===== src/rtl/gem_cluster_tx.sv =====
// gem_cluster_tx: GEM trigger-link frame transmitter.
// Clusters are loaded one per clock into a buffer, then replayed as 56-bit
// link frames (4 clusters per bx), unused slots padded with the idle cluster.
// Optional build macro GEM_TX_PRBS_EN adds a prbs_sel input and a 56-bit
// PRBS source that replaces idle frames while selected.
//
// state | meaning
// ------+-------------------------------------------------------------
// IDLE  | buffer writable, output idle frames (or PRBS when selected)
// SEND  | replay buffer, one frame per clock, 4 clusters per frame
module gem_cluster_tx #(
  parameter int          BUF_DEPTH = 64,
  parameter int          BUF_ADRB  = 6,
  parameter logic [13:0] IDLE_CLST = 14'h07FF
) (
  input  logic                clock,
  input  logic                global_reset_n,
  input  logic                ttc_resync,
  input  logic                wr_en,
  input  logic [13:0]         wr_data,
  input  logic                wr_clear,
  input  logic                tx_start,
  input  logic                tx_loop,
`ifdef GEM_TX_PRBS_EN
  input  logic                prbs_sel,
`endif
  output logic [55:0]         gtx_tx_data,
  output logic                gtx_tx_valid,
  output logic                tx_busy,
  output logic [BUF_ADRB:0]   clst_count,
  output logic                wr_overflow,
  output logic [15:0]         frame_cnt
);

  typedef enum logic {IDLE, SEND} state_t;

  localparam logic [BUF_ADRB:0]   DEPTH_C = (BUF_ADRB+1)'(BUF_DEPTH);
  localparam logic [BUF_ADRB:0]   STEP_C  = (BUF_ADRB+1)'(4);
  localparam logic [BUF_ADRB+1:0] STEP_W  = (BUF_ADRB+2)'(4);

  state_t              state, state_nxt;
  logic [BUF_ADRB:0]   rd_ptr;
  logic [13:0]         clst_buf [BUF_DEPTH];
  logic                last_frame;
  logic                go;
  logic                wr_ok;
  logic                prbs_hold;
  logic [55:0]         frame_nxt;
  logic                valid_nxt;
  logic [BUF_ADRB+1:0] idx;
  logic [13:0]         slot;

`ifdef GEM_TX_PRBS_EN
  logic [55:0] lfsr;
  assign prbs_hold = prbs_sel;
`else
  assign prbs_hold = 1'b0;
`endif

  assign tx_busy = (state == SEND);
  // Writes only land while idle; a clear in the same cycle wins.
  assign wr_ok   = (state == IDLE) && wr_en && !wr_clear && (clst_count < DEPTH_C);

  // State register
  always_ff @(posedge clock or negedge global_reset_n) begin
    if (!global_reset_n) state <= IDLE;
    else                 state <= state_nxt;
  end

  // Next state, last-frame detect and frame assembly from the buffer
  always_comb begin
    state_nxt  = state;
    go         = 1'b0;
    last_frame = (({1'b0, rd_ptr} + STEP_W) >= {1'b0, clst_count});
    frame_nxt  = '0;
    valid_nxt  = 1'b0;
    idx        = '0;
    slot       = IDLE_CLST;
    case (state)
      IDLE: begin
        go = tx_start && !ttc_resync && (clst_count != '0) && !prbs_hold;
        if (go) state_nxt = SEND;
      end
      SEND: begin
        if (ttc_resync)                   state_nxt = IDLE;
        else if (last_frame && !tx_loop)  state_nxt = IDLE;
      end
      default: state_nxt = IDLE;
    endcase
    for (int k = 0; k < 4; k++) begin
      idx = {1'b0, rd_ptr} + (BUF_ADRB+2)'(k);
      if (idx < {1'b0, clst_count}) slot = clst_buf[idx[BUF_ADRB-1:0]];
      else                          slot = IDLE_CLST;
      frame_nxt[14*k +: 14] = slot;
      valid_nxt = valid_nxt | (slot[10:9] != 2'b11);
    end
  end

  // Read pointer, fill count, overflow flag and sent-frame counter
  always_ff @(posedge clock or negedge global_reset_n) begin
    if (!global_reset_n) begin
      rd_ptr      <= '0;
      clst_count  <= '0;
      wr_overflow <= 1'b0;
      frame_cnt   <= '0;
    end else begin
      if (state == SEND && !ttc_resync && !last_frame) rd_ptr <= rd_ptr + STEP_C;
      else                                             rd_ptr <= '0;

      if (wr_clear) begin
        clst_count  <= '0;
        wr_overflow <= 1'b0;
      end else if (wr_ok) begin
        clst_count <= clst_count + 1'b1;
      end else if (state == IDLE && wr_en && clst_count == DEPTH_C) begin
        wr_overflow <= 1'b1;
      end

      if (ttc_resync)                       frame_cnt <= '0;
      else if (state == SEND && !(&frame_cnt)) frame_cnt <= frame_cnt + 1'b1;
    end
  end

  // Cluster storage; contents are don't-care after reset
  always_ff @(posedge clock) begin
    if (wr_ok) clst_buf[clst_count[BUF_ADRB-1:0]] <= wr_data;
  end

  // Registered link frame and its valid flag
  always_ff @(posedge clock or negedge global_reset_n) begin
    if (!global_reset_n) begin
      gtx_tx_data  <= {4{IDLE_CLST}};
      gtx_tx_valid <= 1'b0;
    end else if (state == SEND && !ttc_resync) begin
      gtx_tx_data  <= frame_nxt;
      gtx_tx_valid <= valid_nxt;
    end else begin
`ifdef GEM_TX_PRBS_EN
      gtx_tx_data  <= (prbs_sel && state == IDLE) ? lfsr : {4{IDLE_CLST}};
`else
      gtx_tx_data  <= {4{IDLE_CLST}};
`endif
      gtx_tx_valid <= 1'b0;
    end
  end

`ifdef GEM_TX_PRBS_EN
  // Free-running Fibonacci LFSR, taps 56,55,35,34
  always_ff @(posedge clock or negedge global_reset_n) begin
    if (!global_reset_n) lfsr <= 56'h1;
    else                 lfsr <= {lfsr[54:0], lfsr[55] ^ lfsr[54] ^ lfsr[34] ^ lfsr[33]};
  end
`endif

endmodule

===== config.mk =====
export PLATFORM = sky130hd
export DESIGN_NAME = gem_cluster_tx
export DESIGN_NICKNAME = d
export VERILOG_FILES = /design/src/rtl/gem_cluster_tx.sv
export SDC_FILE = /design/constraint.sdc
export NUM_CORES = 1
export LEC_CHECK = 0
export CORE_MARGIN = 2
export CORE_UTILIZATION = 45
export CTS_CLUSTER_DIAMETER = 150
export DETAILED_ROUTE_END_ITERATION = 8
export GPL_ROUTABILITY_DRIVEN = 0
export SLEW_MARGIN = 30
export SYNTH_ARGS = -nofsm -noshare
export SYNTH_HDL_FRONTEND = slang
export SYNTH_SLANG_ARGS = --single-unit
export TNS_END_PERCENT = 20

===== constraint.sdc =====
create_clock -name clock -period 3.8 [get_ports clock]
set_input_delay 1.14 -clock clock [delete_from_list [all_inputs] [get_ports clock]]
set_output_delay 1.14 -clock clock [all_outputs]
set_load 0.05 [all_outputs]

Word level (Yosys, flattened, before mapping)
Memory sizes are Yosys's and may differ from the RTL's. Cells that the tools add are included.

Flip-flop bits (word level): 89. Latch bits: 0. Bits in writable memories: 896. Memory bits (read-only): 0. Input bits: 21. Output and inout bits: 82. Logic and storage cells: 72. Memories: 1.

$add $sub $neg: 7. $mul: 0. Div/mod/pow operators: 0. Magnitude comparators: 6. Equal/unequal tests: 6. Shifts and indexed selects: 0. Mux-type cells: 20. Bitwise logic cells: 4. Reductions and logical operators: 21.

Memory list: clst_buf (words 64, bits a word 14, rd ports 4, clocked after memory_dff 0, wr ports 1, line 43) `logic [13:0] clst_buf [BUF_DEPTH];`.

Operators by type and width (number): 14-bit 2-to-1 mux (4); 56-bit 2-to-1 mux (1); 16-bit 2-to-1 mux (2); 8-bit by 7-bit < comparator with 1-bit output (3); 7-bit 2-to-1 mux (3); 16-bit by 1-bit adder with 16-bit output (second input constant) (1); 7-bit by 2-bit adder with 8-bit output (second input constant) (2); 16-bit AND reduction (1); 1-bit logical AND (10); 2-bit != test (second input constant) (5); 1-bit 2-to-1 mux (9); 7-bit by 1-bit adder with 8-bit output (second input constant) (1); 7-bit by 3-bit adder with 8-bit output (second input constant) (1); 8-bit by 7-bit >= comparator with 1-bit output (1); 7-bit by 1-bit adder with 7-bit output (second input constant) (1); 7-bit by 3-bit adder with 7-bit output (second input constant) (1); 7-bit == test (second input constant) (1); 7-bit < comparator (1); 7-bit < comparator (second input constant) (1); 7-bit nonzero test (1); 2-bit nonzero test (3); 1-bit logical NOT (5); 1-bit bitwise OR (3); 1-bit one-hot mux with 2 select lines (1); other kinds (2) (2).

Longest topological paths before layout
Gate-level depths: netlist (run 1).

Depth after elaboration: 8. Depth in mapped cells: 12. Depth with buffers taken out: 8.

Least setup slack after synthesis (run 1)
OpenSTA, ideal clock, no wires.

Kind: input -> register. Start: input port wr_en. End: memory clst_buf[63][0], enable pin. Setup time: 384 ps. Arrival time: 2855 ps. Data required time: 3416 ps. Slack: 560 ps. Stages on the path: 7. Path buffers: 2. Cell sequence: nor2b_1 > and2_1 > clkbuf_1 > and3_1 > nand3_1 > clkbuf_1 > nor2_1.

Longest elaborated chain between the ends: 5.

RTL lines: from (decl) (line 19) `input logic wr_en,`; 1-bit logical AND (3 in series) (line 62) `assign wr_ok = (state == IDLE) && wr_en && !wr_clear && (clst_count < DEPTH_C);`; 1-bit 2-to-1 mux (line 126) `if (wr_ok) clst_buf[clst_count[BUF_ADRB-1:0]] <= wr_data;`; 1-bit 2-to-1 mux (implied by the code) (line 126); to (decl) (line 43).

Every way passes these cells.

Worst setup path in the final report (run 1)
Start: register clst_count[2]. End: output port clst_count[2].

RTL lines: from (decl) (line 30) `output logic [BUF_ADRB:0] clst_count,`; from (signal assigned) (line 114) `clst_count <= clst_count + 1'b1;`.

No word-level cell between the ends.

==> results of run 1 <==
## cell type report
type | instances | area, um2 | share of cell area [%]
clock buffer | 123 | 2710 | 6.14
clock inverter | 63 | 656 | 1.49
inverter | 13 | 51.3 | 0.116
multi-input combinational | 622 | 8170 | 18.5
sequential | 983 | 29100 | 66.1
tap | 1080 | 1350 | 3.07
timing repair buffer | 225 | 1990 | 4.51
## how the worst max path moves through the flow
stage               depth (start not counted)         endpoint  slack [ns]           from
finish                                      1    clst_count[2]        0.44  clst_count[2]
floorplan                                   7  clst_buf[63][0]        0.56          wr_en
global route                                1    clst_count[1]        0.35  clst_count[1]
CTS                                         1    clst_count[1]        0.43  clst_count[1]
global placement                            8  clst_buf[34][4]        0.27          wr_en
detailed placement                          8  clst_buf[50][6]        0.27          wr_en
## stage by stage
stage,cell area [um2],std cells
2_1_floorplan,37800,1702
3_3_place_gp,40700,2923
3_5_place_dp,40700,2923
4_1_cts,44100,3109
5_1_grt,44100,3109
6_report,44100,3109
## layout by cell type (no fill, tap or decap), types with 4 or more instances in the layout
master,n
o21ai_0,13
o21a_1,6
a21oi_1,14
clkinv_2,15
nand4_1,6
clkinv_1,17
and2_1,6
nor3b_1,5
dfrtp_1,40
buf_4,128
clkbuf_16,105
mux4_2,272
inv_1,10
nand2b_1,32
mux2i_1,5
buf_12,7
nor2b_1,7
nor3_1,5
bufinv_16,12
nand3_1,15
nand2_1,43
and3_1,9
dfstp_2,44
or3_1,17
clkinvlp_4,12
a22o_1,8
clkdlybuf4s50_1,87
xnor2_1,7
a211oi_1,4
a21o_1,4
clkinv_4,6
ha_1,22
xor2_1,8
nor2_1,96
edfxtp_1,896
clkbuf_1,17
## registers in the layout, indices dropped and copies added (netlist names)
signal / count
clst_buf: 896
clst_count: 7
frame_cnt: 16
gtx_tx_data: 56
gtx_tx_valid: 1
rd_ptr: 5
tx_busy: 1
wr_overflow: 1
## layer usage
layer	wire [um]	up-vias	global-route usage, %
li1	-	7532	-
met1	39500	9782	32.1
met2	44900	770	35.0
met3	6630	95	3.27
met4	1350	0	4.37
met5	0	-	0
## cells by family after synthesis
logic type / Yosys count / share of synthesized area (%)
DFF: 983 / 77.2
muxes: 277 / 16.4
and+or+nand+nor: 246 / 3.10
buffers and inverters: 97 / 1.20
AOI/OAI and AO/OA: 62 / 1.10
adders and majority gates: 22 / 0.729
xor gates and xnor gates: 15 / 0.348
## power by group through the flow
stage	clock, mW	sequential [mW]	combinational [mW]
after floorplan	0	12.1	0.112
after global placement	0	12.1	0.479
after detailed placement	0	12.1	0.487
after CTS	10.2	11.9	0.486
after global routing	10.6	11.8	0.513
final	9.97	11.9	0.475
==> flow_summary.toml, run 1 <==
[sta]
rsz0062_at_grt = "no"
hold_violations = 0
max_freq_mhz = 298
setup_viol = 0
hold_ws_ns = 0.496
worst_slack_ns = 0.444
relSlewSlack_pct = 34.8
slew_viol_final = 0
worst_pin_slew_ns = 0.978
finalSetupTns_ns = 0
clock_skew_ns = 0.0234
min_period_over_period_pct = 88.3
period_minus_slack_ns = 3.36

[job]
max_cap_violations = 0

[floorplanning]
core_region_area_mm2 = 0.0834
initial_utilization_pct = 45.3
die_h_um = 294
io_pins = 103
die_w_um = 294
fp-row-count = 106
die-area_mm2 = 0.0862

[power]
p_sw_mw = 4.48
p_clk_share_pct = 44.7
leakage_nw = 13.9
powerDensity_mw_per_mm2 = 506
finalPower_mw = 22.3
swShare_pct = 20.1
vdd_drop_max_v = 0.000348
combPwrFrac_pct = 2.1
cell_internal_pwr_mw = 17.8
pwr-share-seq_pct = 53.2

[routing]
viasPerCell = 5.85
antenna_left = 0
route.detailed.wl_per_inst_um = 29.7
first_pass_iters = 5
drt_wl_total_um = 92400
drt-initial-drc-count = 2036
vias = 18200
route.detailed.drc = 0

[logic_synthesis]
synth_top_area_share_pct = 71.3
yosysWarnings = 0
yosysMostFrequentCell = "edfxtp_1"
yosysUniqueCellTypes = 46
ys_ff_latch = 983
synth.avg_cell_area_um2 = 22.2
ys.flop_type = "edfxtp_1"
ys_async_sr_fraction_pct = 8.85
ys_top_cells_by_area = "edfxtp_1 71%, mux4_2 16%, dfstp_2 3.1%, dfrtp_1 2.8%, nor2_1 0.95%"
synth_edf_count = 896
synthCells = 1702
syn-num-nets = 1745
synth_commonest_cells = "896 x edfxtp_1, 272 x mux4_2, 96 x nor2_1"
netlist_area_mm2 = 0.0378
ys_seq_area_share_pct = 77.2
yosysTopAreaCell = "edfxtp_1"

[cts]
post_cts_buffers = 0
clock_sinks = 983
cts_max_path_buffers = 3
cts_root_buf = "clkbuf_16"
numCtsBuffers = 98
post_cts_resized = 0
clk-insertion-delay-late_ns = 0.65
htreeDepth = 3
path_clk_slew_ns = 0.06
hold_buffers = 0
cts_tree = "built"

[layout]
final_net_count = 1986
fill_cells = 6293
drive_above_1_share_pct = 30.3
area_growth_pct = 16.7
n_antenna_cell = 0
final_core_util_pct = 52.8

[setup_path]
worst_ep_required_time_ns = 2.66
worstSetupPathType = "reg -> out"
r2r_cells = 8
reg2reg_from = "rd_ptr[2]"
slowest_stage = "clkdlybuf4s50_1"
cp-start-kind = "flop"
reg2reg_to = "gtx_tx_data[54]"
crit_chain = "clkdlybuf4s50_1"
crit_family = "buffers and inverters"
cp_data_arrival_time_ns = 2.22
reg2reg_slack_ns = 0.74
slowest_delay_ns = 0.98
setup.worst_path.end_class = "primary output"
crit_fanout = 9
crit_buf_inv = 1

[global_routing]
antenna_found_initial = 0
grt_pass1_vias = 18400
grt_max_degree = 65
grt_pass1_wl_um = 134000
overflow = 0
track_usage_pct = 21.8

[place]
place_hpwl_um = 55500
io_buffers = 102
pre_cts_ws_ns = 0.273

[status]
status = "complete, no violations"

[min_path]
hp-class = "in -> async"
Note: power is estimated with default switching activity, not from simulation.
==> inputs of run 2 (changes only) <==
--- a/config.mk
+++ b/config.mk
@@ -6,10 +6,12 @@
 export NUM_CORES = 1
 export LEC_CHECK = 0
 export CORE_MARGIN = 2
-export CORE_UTILIZATION = 45
+export CORE_UTILIZATION = 55
 export CTS_CLUSTER_DIAMETER = 150
+export CTS_CLUSTER_SIZE = 14
 export DETAILED_ROUTE_END_ITERATION = 8
 export GPL_ROUTABILITY_DRIVEN = 0
+export PLACE_DENSITY = 0.72
 export SLEW_MARGIN = 30
 export SYNTH_ARGS = -nofsm -noshare
 export SYNTH_HDL_FRONTEND = slang
==> flow_summary.toml, run 2 (synthesized netlist as in run 1, its figures left out) <==
[status]
status = "complete, no violations"

[sta]
hold_violations = 0
min_period_over_period_pct = 87.3
max_freq_mhz = 301
clock_skew_ns = 0.0266
setup_viol = 0
period_minus_slack_ns = 3.32
slew_viol_final = 0
worst_pin_slew_ns = 0.939
rsz0062_at_grt = "no"
finalSetupTns_ns = 0
relSlewSlack_pct = 37.4

[cts]
cts_max_path_buffers = 3
hold_buffers = 0
post_cts_buffers = 0
numCtsBuffers = 80
cts_tree = "built"
path_clk_slew_ns = 0.07
clk-insertion-delay-late_ns = 0.63
cts_root_buf = "clkbuf_16"
htreeDepth = 3
post_cts_resized = 0
clock_sinks = 983

[setup_path]
worst_ep_required_time_ns = 2.66
reg2reg_from = "rd_ptr[2]"
cp-start-kind = "flop"
cp_data_arrival_time_ns = 2.18
crit_start = "clst_count[2]"
reg2reg_slack_ns = 0.62
slowest_stage = "clkdlybuf4s50_1"
setup.worst_path.end_class = "primary output"
slowest_delay_ns = 1.00
crit_family = "buffers and inverters"
reg2reg_to = "gtx_tx_valid"
worstSetupPathType = "reg -> out"
crit_fanout = 9
r2r_cells = 7
crit_buf_inv = 1
crit_chain = "clkdlybuf4s50_1"

[layout]
largest_reg_flops = 896
final_cell_mix = "896 x edfxtp_1, 272 x mux4_2, 116 x buf_4"
fin_area_mm2 = 0.0429
n_antenna_cell = 0
final_core_util_pct = 62.8
final_net_count = 1967
final_common_cell = "edfxtp_1"
drive_above_1_share_pct = 27.6
area_growth_pct = 13.5
fin_cells = 2873

[floorplanning]
die-area_mm2 = 0.0708
io_pins = 103
die_h_um = 266
die_w_um = 266
fp-row-count = 96
initial_utilization_pct = 55.3
core_region_area_mm2 = 0.0682

[global_routing]
track_usage_pct = 25.7
antenna_found_initial = 6
grt_pass1_vias = 18200
overflow = 0
grt_max_degree = 67
grt_pass1_wl_um = 129000

[place]
io_buffers = 102
place_hpwl_um = 54500
placed_area_mm2 = 0.0405
place_inst = 2724

[min_path]
min_to = "frame_cnt[10]"
hp-start = "frame_cnt[10]"
hp-class = "reg -> reg"
whs_path_depth = 2

[routing]
drt_wl_total_um = 88400
vias = 18200
route.detailed.drc = 0
route.detailed.wl_per_inst_um = 30.8
viasPerCell = 6.33
antenna_left = 0
drt-initial-drc-count = 2651
first_pass_iters = 5

[power]
finalPower_mw = 20.2
powerDensity_mw_per_mm2 = 470
leakage_nw = 13.5
vdd_drop_max_v = 0.000359

[job]
max_cap_violations = 0
-- run 2: cell count changes in the layout (fill, tap and decap cells not counted), sizes merged --
cell / change
buf: -1
inv: -1
clkbuf: +23
clkinv: -35
clkinvlp: -12
bufinv: -12
-- run 2: per-layer routing --
layer  vias up  global-route usage [%]  share of wire (%)
li1       7470                       -                  -
met1      9488                    37.8                 40
met2      1071                    39.5                 47
met3       153                    5.78                 10
met4        12                    7.46                2.7
met5         -                       0              0.081
-- run 2: worst max path at each step --
stage | endpoint | slack [ns] | cells past startpoint
finish | clst_count[2] | 0.48 | 1
global route | clst_count[2] | 0.41 | 1
CTS | clst_count[2] | 0.46 | 1
detailed placement | clst_buf[16][13] | 0.36 | 8
global placement | clst_buf[0][4] | 0.39 | 8
floorplan | clst_buf[63][0] | 0.56 | 7
-- run 2: stage by stage --
stage	hold slack (ns)	worst slack [ns]
after global routing	0.611	0.414
after floorplan	0.637	0.560
after global placement	0.544	0.388
after detailed placement	0.577	0.364
final	0.585	0.482
after CTS	0.589	0.456
-- run 2: power breakdown --
part / total (mW) / switching, mW / internal, mW
registers: 11.8 / 0.0183 / 11.8
clock network: 7.83 / 3.64 / 4.19
logic: 0.483 / 0.364 / 0.119
-- run 2: cell type report --
| class | instances | area (um2) |
|---|---|---|
| Sequential cell | 983 | 29100 |
| Fill cell | 4529 | 25400 |
| Timing Repair Buffer | 224 | 2010 |
| Clock inverter | 3 | 33.8 |
| Tap cell | 882 | 1100 |
| Multi-Input combinational cell | 622 | 8170 |
| Clock buffer | 146 | 2360 |
| Inverter | 13 | 50.0 |
